<file path="config.mk">
export PLATFORM = sky130hd
export DESIGN_NAME = mul_div_unit
export DESIGN_NICKNAME = d
export VERILOG_FILES = /design/src/rtl/mul_div_unit_pkg.sv /design/src/rtl/mul_div_unit.sv
export SDC_FILE = /design/constraint.sdc
export NUM_CORES = 1
export LEC_CHECK = 0
export ABC_AREA = 0
export CORE_ASPECT_RATIO = 1.4
export CORE_MARGIN = 1
export CORE_UTILIZATION = 47
export CTS_BUF_LIST = sky130_fd_sc_hd__clkbuf_8 sky130_fd_sc_hd__clkbuf_16
export CTS_CLUSTER_DIAMETER = 40
export DETAILED_ROUTE_END_ITERATION = 7
export PLACE_DENSITY = 0.65
export SLEW_MARGIN = 20
export SYNTH_ARGS = -nofsm -noshare
export SYNTH_HDL_FRONTEND = slang
export SYNTH_SLANG_ARGS = --single-unit
</file>
<file path="constraint.sdc">
create_clock -name clk -period 11.1 [get_ports clk]
set_input_delay 2.22 -clock clk [delete_from_list [all_inputs] [get_ports clk]]
set_output_delay 2.22 -clock clk [all_outputs]
set_load 0.01 [all_outputs]
</file>
<file path="src/rtl/mul_div_unit_pkg.sv">
// ============================================================================
// Module      : mul_div_unit_pkg
// Description : RV32M funct3 encodings, FSM states and sizing shared by the
//               multiply/divide unit and the ALU-control decoder.
// Revision    : 1.0 - initial release
// ============================================================================
`default_nettype none

package mul_div_unit_pkg;

  localparam int C_XLEN  = 32;
  localparam int C_ITER  = 32;
  localparam int C_CNT_W = 5;

  localparam logic [2:0] C_OP_MUL    = 3'd0;
  localparam logic [2:0] C_OP_MULH   = 3'd1;
  localparam logic [2:0] C_OP_MULHSU = 3'd2;
  localparam logic [2:0] C_OP_MULHU  = 3'd3;
  localparam logic [2:0] C_OP_DIV    = 3'd4;
  localparam logic [2:0] C_OP_DIVU   = 3'd5;
  localparam logic [2:0] C_OP_REM    = 3'd6;
  localparam logic [2:0] C_OP_REMU   = 3'd7;

  typedef enum logic [1:0] {
    S_IDLE = 2'd0,
    S_MUL  = 2'd1,
    S_DIV  = 2'd2,
    S_DONE = 2'd3
  } mdu_state_e;

endpackage

`default_nettype wire

</file>
<file path="src/rtl/mul_div_unit.sv">
// ============================================================================
// Module      : mul_div_unit
// Description : Iterative RV32M multiply (shift-add) / divide (restoring) unit.
//               Results are produced 33 cycles after an accepted start; division
//               special cases complete in a single cycle.
// Revision    : 1.0 - initial release
// ============================================================================
`default_nettype none

module mul_div_unit
  import mul_div_unit_pkg::*;
#(
  parameter int XLEN = C_XLEN
) (
  input  logic            clk,
  input  logic            reset,
  input  logic            start_i,
  input  logic [2:0]      op_i,
  input  logic [XLEN-1:0] A_i,
  input  logic [XLEN-1:0] B_i,
  output logic            busy_o,
  output logic            done_o,
  output logic [XLEN-1:0] result_o
);

  localparam logic [XLEN-1:0] C_INT_MIN = {1'b1, {(XLEN-1){1'b0}}};

  function automatic logic [XLEN-1:0] f_abs(input logic [XLEN-1:0] v);
    return v[XLEN-1] ? -v : v;
  endfunction

  function automatic logic [2*XLEN-1:0] f_neg64(input logic [2*XLEN-1:0] v);
    return -v;
  endfunction

  mdu_state_e          r_state;
  mdu_state_e          w_state_next;
  logic [2:0]          r_op;
  logic                r_neg_res;
  logic                r_neg_rem;
  logic [C_CNT_W-1:0]  r_cnt;
  logic [2*XLEN-1:0]   r_acc;
  logic [XLEN-1:0]     r_opb;
  logic                r_busy;
  logic                r_done;
  logic [XLEN-1:0]     r_result;

  logic                w_accept;
  logic                w_sgn_a;
  logic                w_sgn_b;
  logic                w_div_zero;
  logic                w_div_ovf;
  logic                w_special;
  logic                w_last;
  logic [XLEN-1:0]     w_special_res;
  logic [XLEN-1:0]     w_load_a;
  logic [XLEN-1:0]     w_load_b;
  logic [XLEN:0]       w_mul_sum;
  logic [2*XLEN-1:0]   w_mul_next;
  logic [XLEN:0]       w_rem_sh;
  logic                w_ge;
  logic [XLEN-1:0]     w_rem_new;
  logic [2*XLEN-1:0]   w_div_next;
  logic [2*XLEN-1:0]   w_prod_fix;
  logic [XLEN-1:0]     w_quo_fix;
  logic [XLEN-1:0]     w_rem_fix;
  logic [XLEN-1:0]     w_final;

  // Operand decode for a start request
  always_comb begin
    w_accept   = start_i && ((r_state == S_IDLE) || (r_state == S_DONE));
    w_sgn_a    = (op_i == C_OP_MULH) || (op_i == C_OP_MULHSU) ||
                 (op_i == C_OP_DIV)  || (op_i == C_OP_REM);
    w_sgn_b    = (op_i == C_OP_MULH) || (op_i == C_OP_DIV) || (op_i == C_OP_REM);
    w_div_zero = (B_i == '0);
    w_div_ovf  = ((op_i == C_OP_DIV) || (op_i == C_OP_REM)) &&
                 (A_i == C_INT_MIN) && (B_i == '1);
    w_special  = op_i[2] && (w_div_zero || w_div_ovf);
    w_load_a   = w_sgn_a ? f_abs(A_i) : A_i;
    w_load_b   = w_sgn_b ? f_abs(B_i) : B_i;
    // op_i[1] distinguishes remainder ops (6,7) from quotient ops (4,5)
    if (w_div_zero) w_special_res = op_i[1] ? A_i : '1;
    else            w_special_res = op_i[1] ? '0 : C_INT_MIN;
  end

  // One iteration step of each datapath; r_acc is {hi, lo}
  always_comb begin
    w_mul_sum  = {1'b0, r_acc[2*XLEN-1:XLEN]} + (r_acc[0] ? {1'b0, r_opb} : '0);
    w_mul_next = {w_mul_sum, r_acc[XLEN-1:1]};
    w_rem_sh   = {r_acc[2*XLEN-1:XLEN], r_acc[XLEN-1]};
    w_ge       = (w_rem_sh >= {1'b0, r_opb});
    w_rem_new  = w_ge ? (w_rem_sh[XLEN-1:0] - r_opb) : w_rem_sh[XLEN-1:0];
    w_div_next = {w_rem_new, r_acc[XLEN-2:0], w_ge};
    w_last     = (r_cnt == C_CNT_W'(C_ITER - 1));
  end

  always_comb begin
    w_prod_fix = r_neg_res ? f_neg64(w_mul_next) : w_mul_next;
    w_quo_fix  = r_neg_res ? -w_div_next[XLEN-1:0] : w_div_next[XLEN-1:0];
    w_rem_fix  = r_neg_rem ? -w_div_next[2*XLEN-1:XLEN] : w_div_next[2*XLEN-1:XLEN];
    w_final    = w_rem_fix;
    unique case (r_op)
      C_OP_MUL:                          w_final = w_prod_fix[XLEN-1:0];
      C_OP_MULH, C_OP_MULHSU, C_OP_MULHU: w_final = w_prod_fix[2*XLEN-1:XLEN];
      C_OP_DIV, C_OP_DIVU:               w_final = w_quo_fix;
      default:                           w_final = w_rem_fix;
    endcase
  end

  always_ff @(posedge clk or negedge reset) begin
    if (!reset) r_state <= S_IDLE;
    else        r_state <= w_state_next;
  end

  always_comb begin
    w_state_next = r_state;
    unique case (r_state)
      S_IDLE, S_DONE: begin
        if (start_i) begin
          if (!op_i[2])       w_state_next = S_MUL;
          else if (w_special) w_state_next = S_DONE;
          else                w_state_next = S_DIV;
        end else if (r_state == S_DONE) begin
          w_state_next = S_IDLE;
        end
      end
      S_MUL, S_DIV: if (w_last) w_state_next = S_DONE;
      default:      w_state_next = S_IDLE;
    endcase
  end

  always_ff @(posedge clk or negedge reset) begin
    if (!reset) begin
      r_op      <= '0;
      r_neg_res <= 1'b0;
      r_neg_rem <= 1'b0;
      r_cnt     <= '0;
      r_acc     <= '0;
      r_opb     <= '0;
      r_busy    <= 1'b0;
      r_done    <= 1'b0;
      r_result  <= '0;
    end else begin
      r_done <= 1'b0;
      if (w_accept) begin
        r_op      <= op_i;
        r_neg_res <= (w_sgn_a & A_i[XLEN-1]) ^ (w_sgn_b & B_i[XLEN-1]);
        r_neg_rem <= w_sgn_a & A_i[XLEN-1];
        r_cnt     <= '0;
        r_acc     <= {{XLEN{1'b0}}, w_load_a};
        r_opb     <= w_load_b;
        if (w_special) begin
          r_busy   <= 1'b0;
          r_done   <= 1'b1;
          r_result <= w_special_res;
        end else begin
          r_busy   <= 1'b1;
        end
      end else if (r_busy) begin
        r_cnt <= r_cnt + C_CNT_W'(1);
        r_acc <= (r_state == S_MUL) ? w_mul_next : w_div_next;
        if (w_last) begin
          r_busy   <= 1'b0;
          r_done   <= 1'b1;
          r_result <= w_final;
        end
      end
    end
  end

  assign busy_o   = r_busy;
  assign done_o   = r_done;
  assign result_o = r_result;

endmodule

`default_nettype wire

</file>
Word level (Yosys, flattened, before mapping)
Cells that the tools add are included.
W data, S select, Z words.
{"block": "word_totals", "wordCells": 99, "out_inout_bits": 34, "reg_bits": 142}
{"block": "op_classes", "addsub": 8, "n_reduce_logical": 23, "muxes": 36, "magnitude_cmp": 1, "n_eq_ne": 18, "n_bitwise": 3}
{"cell": "$mux W32", "n": 15}
{"cell": "$mux W64", "n": 4}
{"cell": "$neg A32 Y32", "n": 4}
{"cell": "$pmux W32 S3", "n": 1}
{"cell": "$eq A32 B32 Y1 const B", "n": 2}
{"cell": "$neg A64 Y64", "n": 1}
{"cell": "$add A32 B32 Y33", "n": 1}
{"cell": "$ge A33 B32 Y1", "n": 1}
{"cell": "$logic_not A32 Y1", "n": 1}
{"cell": "$sub A32 B32 Y32", "n": 1}
{"cell": "$eq A3 B3 Y1 const B", "n": 4}
{"cell": "$mux W5", "n": 2}
{"cell": "$eq A3 B2 Y1 const B", "n": 3}
{"cell": "$mux W1", "n": 9}
{"cell": "$logic_or A1 B1 Y1", "n": 8}
{"cell": "$mux W2", "n": 4}
{"cell": "$eq A3 B1 Y1 const B", "n": 2}
{"cell": "$reduce_or A2 Y1", "n": 3}
{"cell": "$add A5 B1 Y5 const B", "n": 1}
{"cell": "$eq A5 B5 Y1 const B", "n": 1}
{"cell": "$eq A2 B2 Y1 const B", "n": 2}
{"cell": "$logic_and A1 B1 Y1", "n": 4}
{"cell": "$pmux W2 S2", "n": 1}
{"cell": "$reduce_bool A2 Y1", "n": 2}
{"cell": "other kinds (11)", "n": 12}

Depth between registers and ports, before layout
{"block": "logic_depth", "ltp_word": 10, "mapped_depth": 22, "mapped_depth_nobuf": 17}

Worst setup path before layout
OpenSTA, ideal clock, no wires.
{"block": "synth_timing", "path_type": "input to register", "from": "input port A_i[0]", "to": "register r_result[22], in the netlist result_o[22]", "path_buffers": 0, "stages": 13, "slack_ns": 5.751, "arrival_ns": 5.218, "required_time_ns": 10.969, "cell_sequence": "inv_1 ha_1 or3b_1 or3_1 or4_1 and4bb_1 nand2_1 or3_1 a21oi_1 a31oi_1 a221o_1 a221oi_1 a21oi_1"}
{"block": "synth_via", "elab_chain_len": 7}
{"item": "start: declaration", "line_no": "mul_div_unit.sv:19", "text": "input logic [XLEN-1:0] A_i,"}
{"item": "$eq A32 B32 Y1", "line_no": "mul_div_unit.sv:77", "text": "(A_i == C_INT_MIN) && (B_i == '1);"}
{"item": "$logic_and A1 B1 Y1", "line_no": "mul_div_unit.sv:76", "text": "w_div_ovf = ((op_i == C_OP_DIV) || (op_i == C_OP_REM)) &&"}
{"item": "$logic_and A1 B1 Y1", "line_no": "mul_div_unit.sv:77"}
{"item": "$logic_or A1 B1 Y1", "line_no": "mul_div_unit.sv:78", "text": "w_special = op_i[2] && (w_div_zero || w_div_ovf);"}
{"item": "$logic_and A1 B1 Y1", "line_no": "mul_div_unit.sv:78"}
{"item": "$ne A2 B1 Y1 (no source line)"}
{"item": "$reduce_and A3 Y1 (no source line)"}
{"item": "end signal: assignment", "line_no": "mul_div_unit.sv:155", "text": "r_result <= w_special_res;"}
{"item": "end signal: assignment", "line_no": "mul_div_unit.sv:165", "text": "r_result <= w_final;"}
{"item": "end: declaration", "line_no": "mul_div_unit.sv:46", "text": "logic [XLEN-1:0] r_result;"}
Every way passes these cells.
A chain may end at the register's enable or synchronous reset.

Worst setup path after layout
{"block": "layout_timing", "from": "input port B_i[10]", "to": "register r_result[16], in the netlist result_o[16]"}
{"block": "layout_via", "elab_chain_len": 6, "elab_cells_between_ends": 10}
{"item": "start: declaration", "line_no": "mul_div_unit.sv:20", "text": "input logic [XLEN-1:0] B_i,"}
{"item": "$eq A32 B32 Y1", "line_no": "mul_div_unit.sv:77"}
{"item": "$logic_and A1 B1 Y1", "line_no": "mul_div_unit.sv:77"}
{"item": "$logic_or A1 B1 Y1", "line_no": "mul_div_unit.sv:78"}
{"item": "$logic_and A1 B1 Y1", "line_no": "mul_div_unit.sv:78"}
{"item": "$ne A2 B1 Y1 (no source line)"}
{"item": "$reduce_and A3 Y1 (no source line)"}
Several ways; a longest one is shown, not always the timed one. The select of a mux whose other input is x is not followed.

==> flow_summary.toml <==
[run_status]
outcome = "complete, but fails checks"
violations = "design-rule violations"

[clock_tree]
numCtsBuffers = 17
clock_path_buffers = 2
clk_pin_slew_ps = 70
cts_tree = "yes"
postCtsResizedCells = 0
clk_latency_ps = 460
cts_max_level = 4
hold_buffers = 0
cts_num_sinks = 142
root_buffer = "clkbuf_16"
cts_setup_buffers = 0

[place]
dp_hpwl_mm = 45.7
port_buffers = 103
pre_cts_ws_ps = 4190
place_congestion = 0.954

[finish]
nets = 2334
n_antenna_cell = 0
synthToLayoutAreaGrowth_pct = 10.6
fin_util = 0.526
drive_gt1_frac = 0.0473

[critical_path]
cp_max_fo = 30
critPathLaunchType = "input port"
critical_path_arrival_ps = 6890
worstSetupStartpoint = "B_i[10]"
crit_chain = "clkdlybuf4s50_1 > or4_1 > nor4_1 > or4b_1 > or3_1 > nor2_1 > nand3_1 > nand2_1 > o221ai_1 > a221oi_2 > a211o_1"
max_stage_delay_ps = 850
r2r_end = "result_o[26]"
critical_path_class = "in2reg"
r2r_cells = 18
cpMaxStageDelayCell = "nand2_1"
rrSetupSlack_ps = 5200
setup.worst_path.end_class = "register"
required_ps = 11500
timing.rr.start = "r_acc[51]"

[synthesis]
syn_inst = 2202
synth_flop_cell = "dfrtp_1"
synth_nets = 2348
avgSynthCellArea_um2 = 7.35
yosysMostFrequentCell = "nand2_1"
async_reset_ff_frac = 1.00
ys_seq_area_frac = 0.219
synth_seq_cells = 142
synthTopCellsByArea = "dfrtp_1, o21ai_0, nand2_1, xnor2_1, ha_1"
synth_area_um2 = 16200
yosysTopAreaCell = "dfrtp_1"
synth_edf_count = 0
yosys-top-cells-count = "nand2_1, o21ai_0, nor2_1"
synth_top_area_frac = 0.219
ys_types = 94
ys_warn_count = 0

[sta]
finClkSkew_ps = 17.5
tightest_slew_ps = 1060
holdWs_ps = 475
tns_ps = 0
fin_crit_sh = 0.585
hold_violations = 0
timing.fmax_ghz = 0.154
finalWorstSetupSlack_ps = 4610
slew_headroom = 0.291
period_needed_ps = 6490
rsz0062_at_grt = "no"
slew_violations = 0
setup_violations = 0

[worst_hold_path]
hp-class = "reg2reg"
whs_path_depth = 2
worstHoldStart = "result_o[8]"
min_to = "result_o[8]"

[detailed_routing]
drt_iter0_drc = 1321
wl_met1_mm = 23.7
dr.pass1.iters = 7
wl_met3_mm = 3.66
via_per_inst = 6.31
ant_nets = 0
maxUsedRoutingLayer = "met4"
via_count = 16700
routed_wl_mm = 59.3
route.detailed.wl_per_inst_um = 22.3
drc = 1
route.met2.wl_mm = 28.9

[die]
coreArea_um2 = 34000
rows = 80
initial_core_util = 0.476
dieArea_um2 = 35200
io_pins = 104
die_h_um = 222
fp.dieW_um = 159

[global_routing]
grt_first_pass_wirelength_mm = 92.9
antenna_found_initial = 1
grt-ovfl-total = 0
grt_max_degree = 94
grt_pass1_vias = 16400
grt_usage = 0.337

[flow_run]
max-cap-violations = 0
[layout by cell type, fill, tap and decap left out, types with 30 or more instances in the layout]
cell             Yosys  layout
inv_1               67      68
xnor2_1            121     121
o21ai_0            215     215
dfrtp_1            142     140
o21ai_1             33      33
a211oi_1            33      33
o31ai_1             30      30
nand3_1             33      33
nor3_1              49      49
clkdlybuf4s50_1      0     102
mux2i_1             71      71
nand2_1            286     285
xor2_1             102     102
o211ai_1            56      56
a21oi_1            144     144
nand4_1             31      31
ha_1                74      73
nor2_1             207     207
[layer usage]
layer | track usage | vias to the layer above
met4 | 0.178 | 0
li1 | - | 7953
met5 | 0 | -
met3 | 0.0436 | 143
met2 | 0.584 | 686
met1 | 0.404 | 7953
[stage by stage]
| step | cell area (um2) | std cells |
|---|---|---|
| 3_5_place_dp | 17300 | 2620 |
| 4_1_cts | 17900 | 2652 |
| 5_1_grt | 17900 | 2652 |
| 3_3_place_gp | 17300 | 2620 |
| 6_report | 17900 | 2652 |
| 2_1_floorplan | 16200 | 2202 |
[worst max path at each step]
stage                               to  slack (ps)
after detailed placement  result_o[29]        4190
after global routing      result_o[29]        4180
final                     result_o[16]        4610
after floorplan           result_o[22]        5750
after global placement    result_o[29]        4310
after CTS                 result_o[29]        4680
[sequential cells by signal, summed over array words and instances, names as in the netlist]
| register | flops |
|---|---|
| r_acc | 64 |
| result_o | 32 |
| r_state | 2 |
| r_neg_res | 1 |
| done_o | 1 |
| r_cnt | 5 |
| r_neg_rem | 1 |
| r_opb | 32 |
| busy_o | 1 |
| r_op | 3 |
[cell families (layout without fill, tap and decap cells)]
family | Yosys count | count (layout) | synth area share
muxes | 75 | 75 | 0.0467
AOI/OAI and AO/OA | 689 | 689 | 0.269
buffers and inverters | 225 | 224 | 0.0552
DFF | 142 | 142 | 0.219
adders and majority gates | 76 | 76 | 0.0597
and+or+nand+nor | 772 | 772 | 0.229
xor gates and xnor gates | 223 | 223 | 0.121
[worst max-delay path, delay by kind of cell]
kind                   cells  cell delay, ps
and+or+nand+nor            7            3410
AOI/OAI and AO/OA          3             740
buffers and inverters      1             510
[cell type report]
| class | count | area [um2] |
|---|---|---|
| multi-input combinational | 1835 | 11800 |
| tap | 451 | 564 |
| clock inverter | 15 | 139 |
| clock buffer | 17 | 425 |
| timing repair buffer | 123 | 1180 |
| sequential | 142 | 3560 |
| inverter | 69 | 259 |
| fill | 3407 | 16100 |
Power is left out: the tool's default activity adds up to more than one toggle a clock period on the data nets, which glitch-free logic cannot reach.
